$ cat src/rtl/systolic_skew_feeder_if.sv
// Row-in / skewed-lanes-out bus of the systolic skew feeder.
// The master drives rows and the stall request; the slave (the feeder) returns the skewed lanes.
interface systolic_skew_feeder_if #(
  parameter int unsigned N = 4,
  parameter int unsigned W = 8
);
  logic           in_valid;
  logic [N*W-1:0] in_data;
  logic           in_last;
  logic           in_ready;
  logic           stall;
  logic [N*W-1:0] out_data;
  logic [N-1:0]   out_valid;
  logic           out_done;

  modport master (
    output in_valid, in_data, in_last, stall,
    input  in_ready, out_data, out_valid, out_done
  );

  modport slave (
    input  in_valid, in_data, in_last, stall,
    output in_ready, out_data, out_valid, out_done
  );
endinterface

$ cat src/rtl/systolic_skew_feeder.sv
// Systolic array skew feeder: lane i delays its element of each accepted row by i+1 registers,
// so a row leaves as a diagonal wavefront. A small FSM tracks matrix boundaries and pulses
// out_done when the last row's element appears on lane N-1.
module systolic_skew_feeder #(
  parameter int unsigned N = 4,
  parameter int unsigned W = 8
) (
  input logic                     i_clk,
  input logic                     i_rst_n,
  systolic_skew_feeder_if.slave   io_bus
);

  localparam int unsigned CntW = $clog2(N);
  // The drain counter counts 0..N-2; the (N-1)th non-stalled DRAIN edge returns to IDLE.
  localparam logic [CntW-1:0] CntLast = CntW'(N - 2);

  typedef enum logic [1:0] {StIdle, StStream, StDrain} state_e;

  state_e          r_state;
  state_e          w_state_nxt;
  logic [CntW-1:0] r_cnt;
  logic [CntW-1:0] w_cnt_nxt;
  logic            r_done;
  logic            w_done_nxt;
  logic            w_in_ready;
  logic            w_accept;

  // Reset is folded in so in_ready reads 0 while the block is held in reset.
  assign w_in_ready      = i_rst_n && !io_bus.stall && (r_state != StDrain);
  assign w_accept        = io_bus.in_valid && w_in_ready;
  assign io_bus.in_ready = w_in_ready;
  assign io_bus.out_done = r_done;

  // Per-lane delay lines; a bubble (data 0, valid 0) enters on every non-stalled idle edge.
  for (genvar g = 0; g < N; g++) begin : g_lane
    logic [W-1:0] r_data [0:g];
    logic         r_vld  [0:g];

    // Shift the lane one stage per non-stalled edge.
    always_ff @(posedge i_clk or negedge i_rst_n) begin
      if (!i_rst_n) begin
        for (int k = 0; k <= g; k++) begin
          r_data[k] <= '0;
          r_vld[k]  <= 1'b0;
        end
      end else if (!io_bus.stall) begin
        r_data[0] <= w_accept ? io_bus.in_data[g*W +: W] : '0;
        r_vld[0]  <= w_accept;
        for (int k = 1; k <= g; k++) begin
          r_data[k] <= r_data[k-1];
          r_vld[k]  <= r_vld[k-1];
        end
      end
    end

    assign io_bus.out_data[g*W +: W] = r_data[g];
    assign io_bus.out_valid[g]       = r_vld[g];
  end

  // Next-state: matrix framing and drain countdown until the last row clears lane N-1.
  always_comb begin
    w_state_nxt = r_state;
    w_cnt_nxt   = r_cnt;
    w_done_nxt  = 1'b0;
    unique case (r_state)
      StIdle, StStream: begin
        if (w_accept) begin
          w_state_nxt = io_bus.in_last ? StDrain : StStream;
        end
      end
      StDrain: begin
        if (r_cnt == CntLast) begin
          w_state_nxt = StIdle;
          w_cnt_nxt   = '0;
          w_done_nxt  = 1'b1;
        end else begin
          w_cnt_nxt = r_cnt + CntW'(1);
        end
      end
      default: begin
        w_state_nxt = StIdle;
        w_cnt_nxt   = '0;
      end
    endcase
  end

  // Control registers; a stall freezes them along with the lanes.
  always_ff @(posedge i_clk or negedge i_rst_n) begin
    if (!i_rst_n) begin
      r_state <= StIdle;
      r_cnt   <= '0;
      r_done  <= 1'b0;
    end else if (!io_bus.stall) begin
      r_state <= w_state_nxt;
      r_cnt   <= w_cnt_nxt;
      r_done  <= w_done_nxt;
    end
  end

endmodule
$ cat src/flat_wrapper.sv
// flat-port wrapper written by rule: the top's interface ports become plain ports
module systolic_skew_feeder_flat 
#(
  parameter int unsigned N = 4,
  parameter int unsigned W = 8
)
  (i_clk, i_rst_n, io_bus_in_valid, io_bus_in_data, io_bus_in_last, io_bus_stall, io_bus_in_ready, io_bus_out_data, io_bus_out_valid, io_bus_out_done);
  systolic_skew_feeder_if #(.N(N), .W(W)) io_bus_i ();
  input logic i_clk;
  input logic i_rst_n;
  input wire logic [$bits(io_bus_i.in_valid)-1:0] io_bus_in_valid;
  input wire logic [$bits(io_bus_i.in_data)-1:0] io_bus_in_data;
  input wire logic [$bits(io_bus_i.in_last)-1:0] io_bus_in_last;
  input wire logic [$bits(io_bus_i.stall)-1:0] io_bus_stall;
  output wire logic [$bits(io_bus_i.in_ready)-1:0] io_bus_in_ready;
  output wire logic [$bits(io_bus_i.out_data)-1:0] io_bus_out_data;
  output wire logic [$bits(io_bus_i.out_valid)-1:0] io_bus_out_valid;
  output wire logic [$bits(io_bus_i.out_done)-1:0] io_bus_out_done;
  assign io_bus_i.in_valid = io_bus_in_valid;
  assign io_bus_i.in_data = io_bus_in_data;
  assign io_bus_i.in_last = io_bus_in_last;
  assign io_bus_i.stall = io_bus_stall;
  assign io_bus_in_ready = io_bus_i.in_ready;
  assign io_bus_out_data = io_bus_i.out_data;
  assign io_bus_out_valid = io_bus_i.out_valid;
  assign io_bus_out_done = io_bus_i.out_done;
  systolic_skew_feeder #(.N(N), .W(W)) u_core (.i_clk(i_clk), .i_rst_n(i_rst_n), .io_bus(io_bus_i));
endmodule
$ cat config.mk
export PLATFORM = sky130hd
export DESIGN_NAME = systolic_skew_feeder_flat
export DESIGN_NICKNAME = d
export VERILOG_FILES = /design/src/rtl/systolic_skew_feeder_if.sv /design/src/rtl/systolic_skew_feeder.sv /design/src/flat_wrapper.sv
export SDC_FILE = /design/constraint.sdc
export NUM_CORES = 1
export LEC_CHECK = 0
export CAP_MARGIN = 15
export CORE_MARGIN = 1
export CORE_UTILIZATION = 40
export CTS_CLUSTER_DIAMETER = 100
export CTS_CLUSTER_SIZE = 16
export DETAILED_ROUTE_END_ITERATION = 8
export GPL_ROUTABILITY_DRIVEN = 0
export PLACE_DENSITY = 0.67
export SLEW_MARGIN = 20
export SYNTH_ARGS = -nofsm -noshare
export SYNTH_HDL_FRONTEND = slang
export SYNTH_SLANG_ARGS = --single-unit
$ cat constraint.sdc
create_clock -name i_clk -period 2.3 [get_ports i_clk]
set_clock_uncertainty 0.1 [all_clocks]
set_input_delay 0.345 -clock i_clk [delete_from_list [all_inputs] [get_ports i_clk]]
set_output_delay 0.345 -clock i_clk [all_outputs]
set_load 0.02 [all_outputs]
==> reports/qor.csv <==
stage;metric;value;unit
logic_synthesis;largest family of logic cells by synthesized area;multiplexers;
status;status;finished clean;
place;Post-DP HPWL;3.812;mm
logic_synthesis;Synth area leaders;dfrtp_1, mux2_2, a22o_1;
logic_synthesis;top cells by count, synth;dfrtp_1, mux2_2, a22o_1, buf_4, buf_2;
timing;setup slack after layout;0.4598;ns
power_and_ir_drop;sw frac;25.77;%
timing;min Tclk post-route;1.840;ns
timing;Max-slew headroom;58.55;%
routing;vias per std cell;4.915;
cells_and_area;n_diodes;0;
logic_synthesis;Synth Area in Compound Gates;9.442;%
logic_synthesis;Synth Area in Simple Gates;2.003;%
floorplanning;I/O Pins;75;
cells_and_area;fraction of layout cells with a size suffix above 1;24.91;%
logic_synthesis;Gate Count Post-Synth;235;
logic_synthesis;register area share after synthesis;63.66;%
power_and_ir_drop;Pwr Density;836.7;mW/mm2
floorplanning;Die ar.;0.009124;mm2
routing;# DRC;0;
routing;final WL;5.577;mm
global_routing;Tot GR Track Use;13.92;%
floorplanning;core area;0.008341;mm2
setup_path;FF-to-FF setup slack;0.74;ns
logic_synthesis;Post-synth EDFFs;0;
global_routing;initial antenna violation count;0;
cells_and_area;NumNets Final;325;
timing;RSZ-0062 raised after global routing;false;
setup_path;Worst setup EP type;output pin;
logic_synthesis;area share of the largest cell type after synthesis;63.66;%
global_routing;gr ovfl total;0;
logic_synthesis;Ys Warns;0;
setup_path;crit path launch type;input pin;
global_routing;first-pass GRT wire length;9.535;mm
floorplanning;Initial Utilization;41.94;%
setup_path;crit path DAT;1.40;ns
routing;drt pass-1 iters;4;
floorplanning;Vert. Die Dim;95.52;um
routing;Post-DRT Antenna Nets;0;
place;Port Buffers;74;
setup_path;worst-path fanout max;3;
timing;post-route clock period utilization;80.01;%
timing;endpoints failing setup;0;
global_routing;vias in the first global route;2080;
place;Setup WS pre-CTS;0.4642;ns
logic_synthesis;Top FF cell, synth;dfrtp_1;
min_path;min-delay worst type;register to register;
logic_synthesis;Netlist Area Pre-Place;0.003498;mm2
clock_tree;CTS max path bufs;2;
clock_tree;clock root cell;clkbuf_8;
cells_and_area;Area Growth Syn to Fin;24.39;%
clock_tree;Clock transition at path regs;0.08;ns
power_and_ir_drop;P_int;2.703;mW
setup_path;Crit path max-delay family;buffers and inverters;
logic_synthesis;net count of the mapped netlist;272;
clock_tree;Skew-Pair Late Insertion Delay;0.34;ns
logic_synthesis;top-count cell post-synth;dfrtp_1;
timing;setup TNS;0;ns
logic_synthesis;synth unique cells;21;
timing;count of final max-slew check failures;0;
logic_synthesis;Avg Cell Area, Syn;14.89;um2
power_and_ir_drop;switching pwr;0.9385;mW
job;max-cap violations;0;
timing;fmax;543.4;MHz
power_and_ir_drop;Clk pwr share;28.1;%
power_and_ir_drop;worst vdd ir;0.3373;mV
clock_tree;TritonCTS clock tree;built;
logic_synthesis;area leader, netlist;dfrtp_1;
setup_path;Critical Setup Path Class;input pin to output pin;
clock_tree;CTS Sinks;89;
power_and_ir_drop;sequential power share;52.2;%
timing;Worst Max-Slew Pin Slew;0.6218;ns
clock_tree;H-tree depth;3;
cells_and_area;final core occ;52.18;%
clock_tree;Inserted Clock Buffers;9;
logic_synthesis;post-synthesis mux area share;16.70;%
global_routing;largest net degree at the start of global routing;52;
logic_synthesis;Synth Area in Adders;0;%
setup_path;max incr delay on CP;0.53;ns
routing;via count;1956;
setup_path;Slowest-stage cell, CP;dlygate4sd3_1;
setup_path;worst path required time;1.86;ns
logic_synthesis;#FFs+latches synth;89;
routing;DR WL/cell;14.01;um
routing;1st-iter DRT viols;28;
logic_synthesis;post-synthesis xor/xnor area fraction;0;%
timing;final hold vios;0;
floorplanning;die width;95.52;um
setup_path;Worst Path Buf+Inv;3;
power_and_ir_drop;combinational power share;19.7;%
floorplanning;# rows;33;
setup_path;CP cell instances;dlygate4sd3_1 -> buf_4 -> nor3b_1 -> dlymetal6s2s_1;
power_and_ir_drop;P_leak;2.080;nW
logic_synthesis;async set or reset register ratio after synthesis;100.0;%
area by class of cell:
cell class	instances	area, um2
clock buffers	13	148.9
flip-flops and latches	89	2227
multi-input cells	104	999.7
inverters	3	11.26
repair buffers	81	793.3
fillers	726	3989
clock inverters	3	40.04
well taps	105	131.4
logic make-up (layout without fill, tap and decap cells):
group           Yosys count  after routing
compound gates           39             39
buf+inv                  42            100
flops                    89             89
mux                      52             52
simple gates             13             13
layout by cell type (no fill, tap or decap):
master | Yosys | routed
mux2i_1 | 1 | 1
nor3b_1 | 2 | 2
clkbuf_1 | 3 | 3
o21ai_0 | 1 | 1
clkbuf_8 | 0 | 10
nor2b_1 | 1 | 1
o41ai_1 | 1 | 1
mux2_2 | 51 | 51
clkdlybuf4s50_1 | 0 | 71
dfrtp_1 | 89 | 89
nand2_1 | 4 | 4
bufinv_16 | 0 | 1
clkinv_2 | 0 | 2
nand2b_1 | 2 | 2
a22o_1 | 33 | 33
nor2_1 | 3 | 3
a21o_1 | 1 | 1
o22ai_1 | 1 | 1
buf_4 | 26 | 8
dlymetal6s2s_1 | 0 | 1
a21oi_1 | 1 | 1
inv_1 | 3 | 3
a41oi_1 | 1 | 1
nor4bb_4 | 0 | 1
dlygate4sd3_1 | 0 | 1
routing by layer:
metal | part of all wire [%] | track usage [%] | routed length (um) | vias to the layer above
met5 | 0 | 0 | 0 | -
met4 | 2.0 | 7.836 | 113 | 0
met3 | 5.3 | 3.668 | 294 | 8
met2 | 47 | 22.74 | 2649 | 52
met1 | 45 | 16.66 | 2519 | 976
li1 | - | - | - | 920
registers in the layout (all words and copies together) (netlist names):
name	flops
u_core.g_lane.r_vld	2
u_core.io_bus.out_done	1
u_core.io_bus.out_data	24
u_core.r_cnt	2
u_core.io_bus.out_valid	2
u_core.r_state	2
u_core.g_lane.r_data	56
power by group through the flow:
stage               Clock (mW)  Sequential [mW]  Combinational, mW
floorplan                    0             1.93              0.459
global placement             0             1.92              0.716
global route              1.14             1.93              0.777
detailed placement           0             1.93              0.728
CTS                       1.07             1.90              0.731
finish                    1.02             1.90              0.717
repair_timing:
item                                   in CTS  in global routing
resized for setup                           0                  1
endpoints found under the hold margin      38                  0
setup endpoints to repair                   0                  1
hold buffers                                1                  0
setup buffers                               0                  0
through the flow:
stage / instances / total power [mW] / hold WS, ns / area, um2
after floorplan: 235 / 2.392 / -0.05059 / 3498
after global placement: 381 / 2.639 / 0.3575 / 4150
after detailed placement: 381 / 2.662 / 0.3632 / 4150
after CTS: 398 / 3.703 / 0.3854 / 4349
after global routing: 398 / 3.851 / 0.4207 / 4352
final: 398 / 3.641 / 0.3854 / 4352
worst paths after layout:
| check | from | endpoint | depth (start not counted) |
|---|---|---|---|
| max | i_rst_n | io_bus_in_ready | 4 |
| min | u_core.io_bus.out_done | u_core.io_bus.out_done | 2 |
| max reg2reg | u_core.r_state[1] | u_core.g_lane[1].r_data[13] | 4 |
| min reg2reg | u_core.io_bus.out_done | u_core.io_bus.out_done | 2 |
| max in group asynchronous | i_rst_n | u_core.io_bus.out_data[27] | 4 |
| min in group asynchronous | i_rst_n | u_core.r_state[0] | 3 |
tightest hold or removal path: stages (launching register included):
cell	delay [ns]
dfrtp_1	0.35
nand2_1	0.06
o41ai_1	0.05
Note: power is estimated with default switching activity, not from simulation.
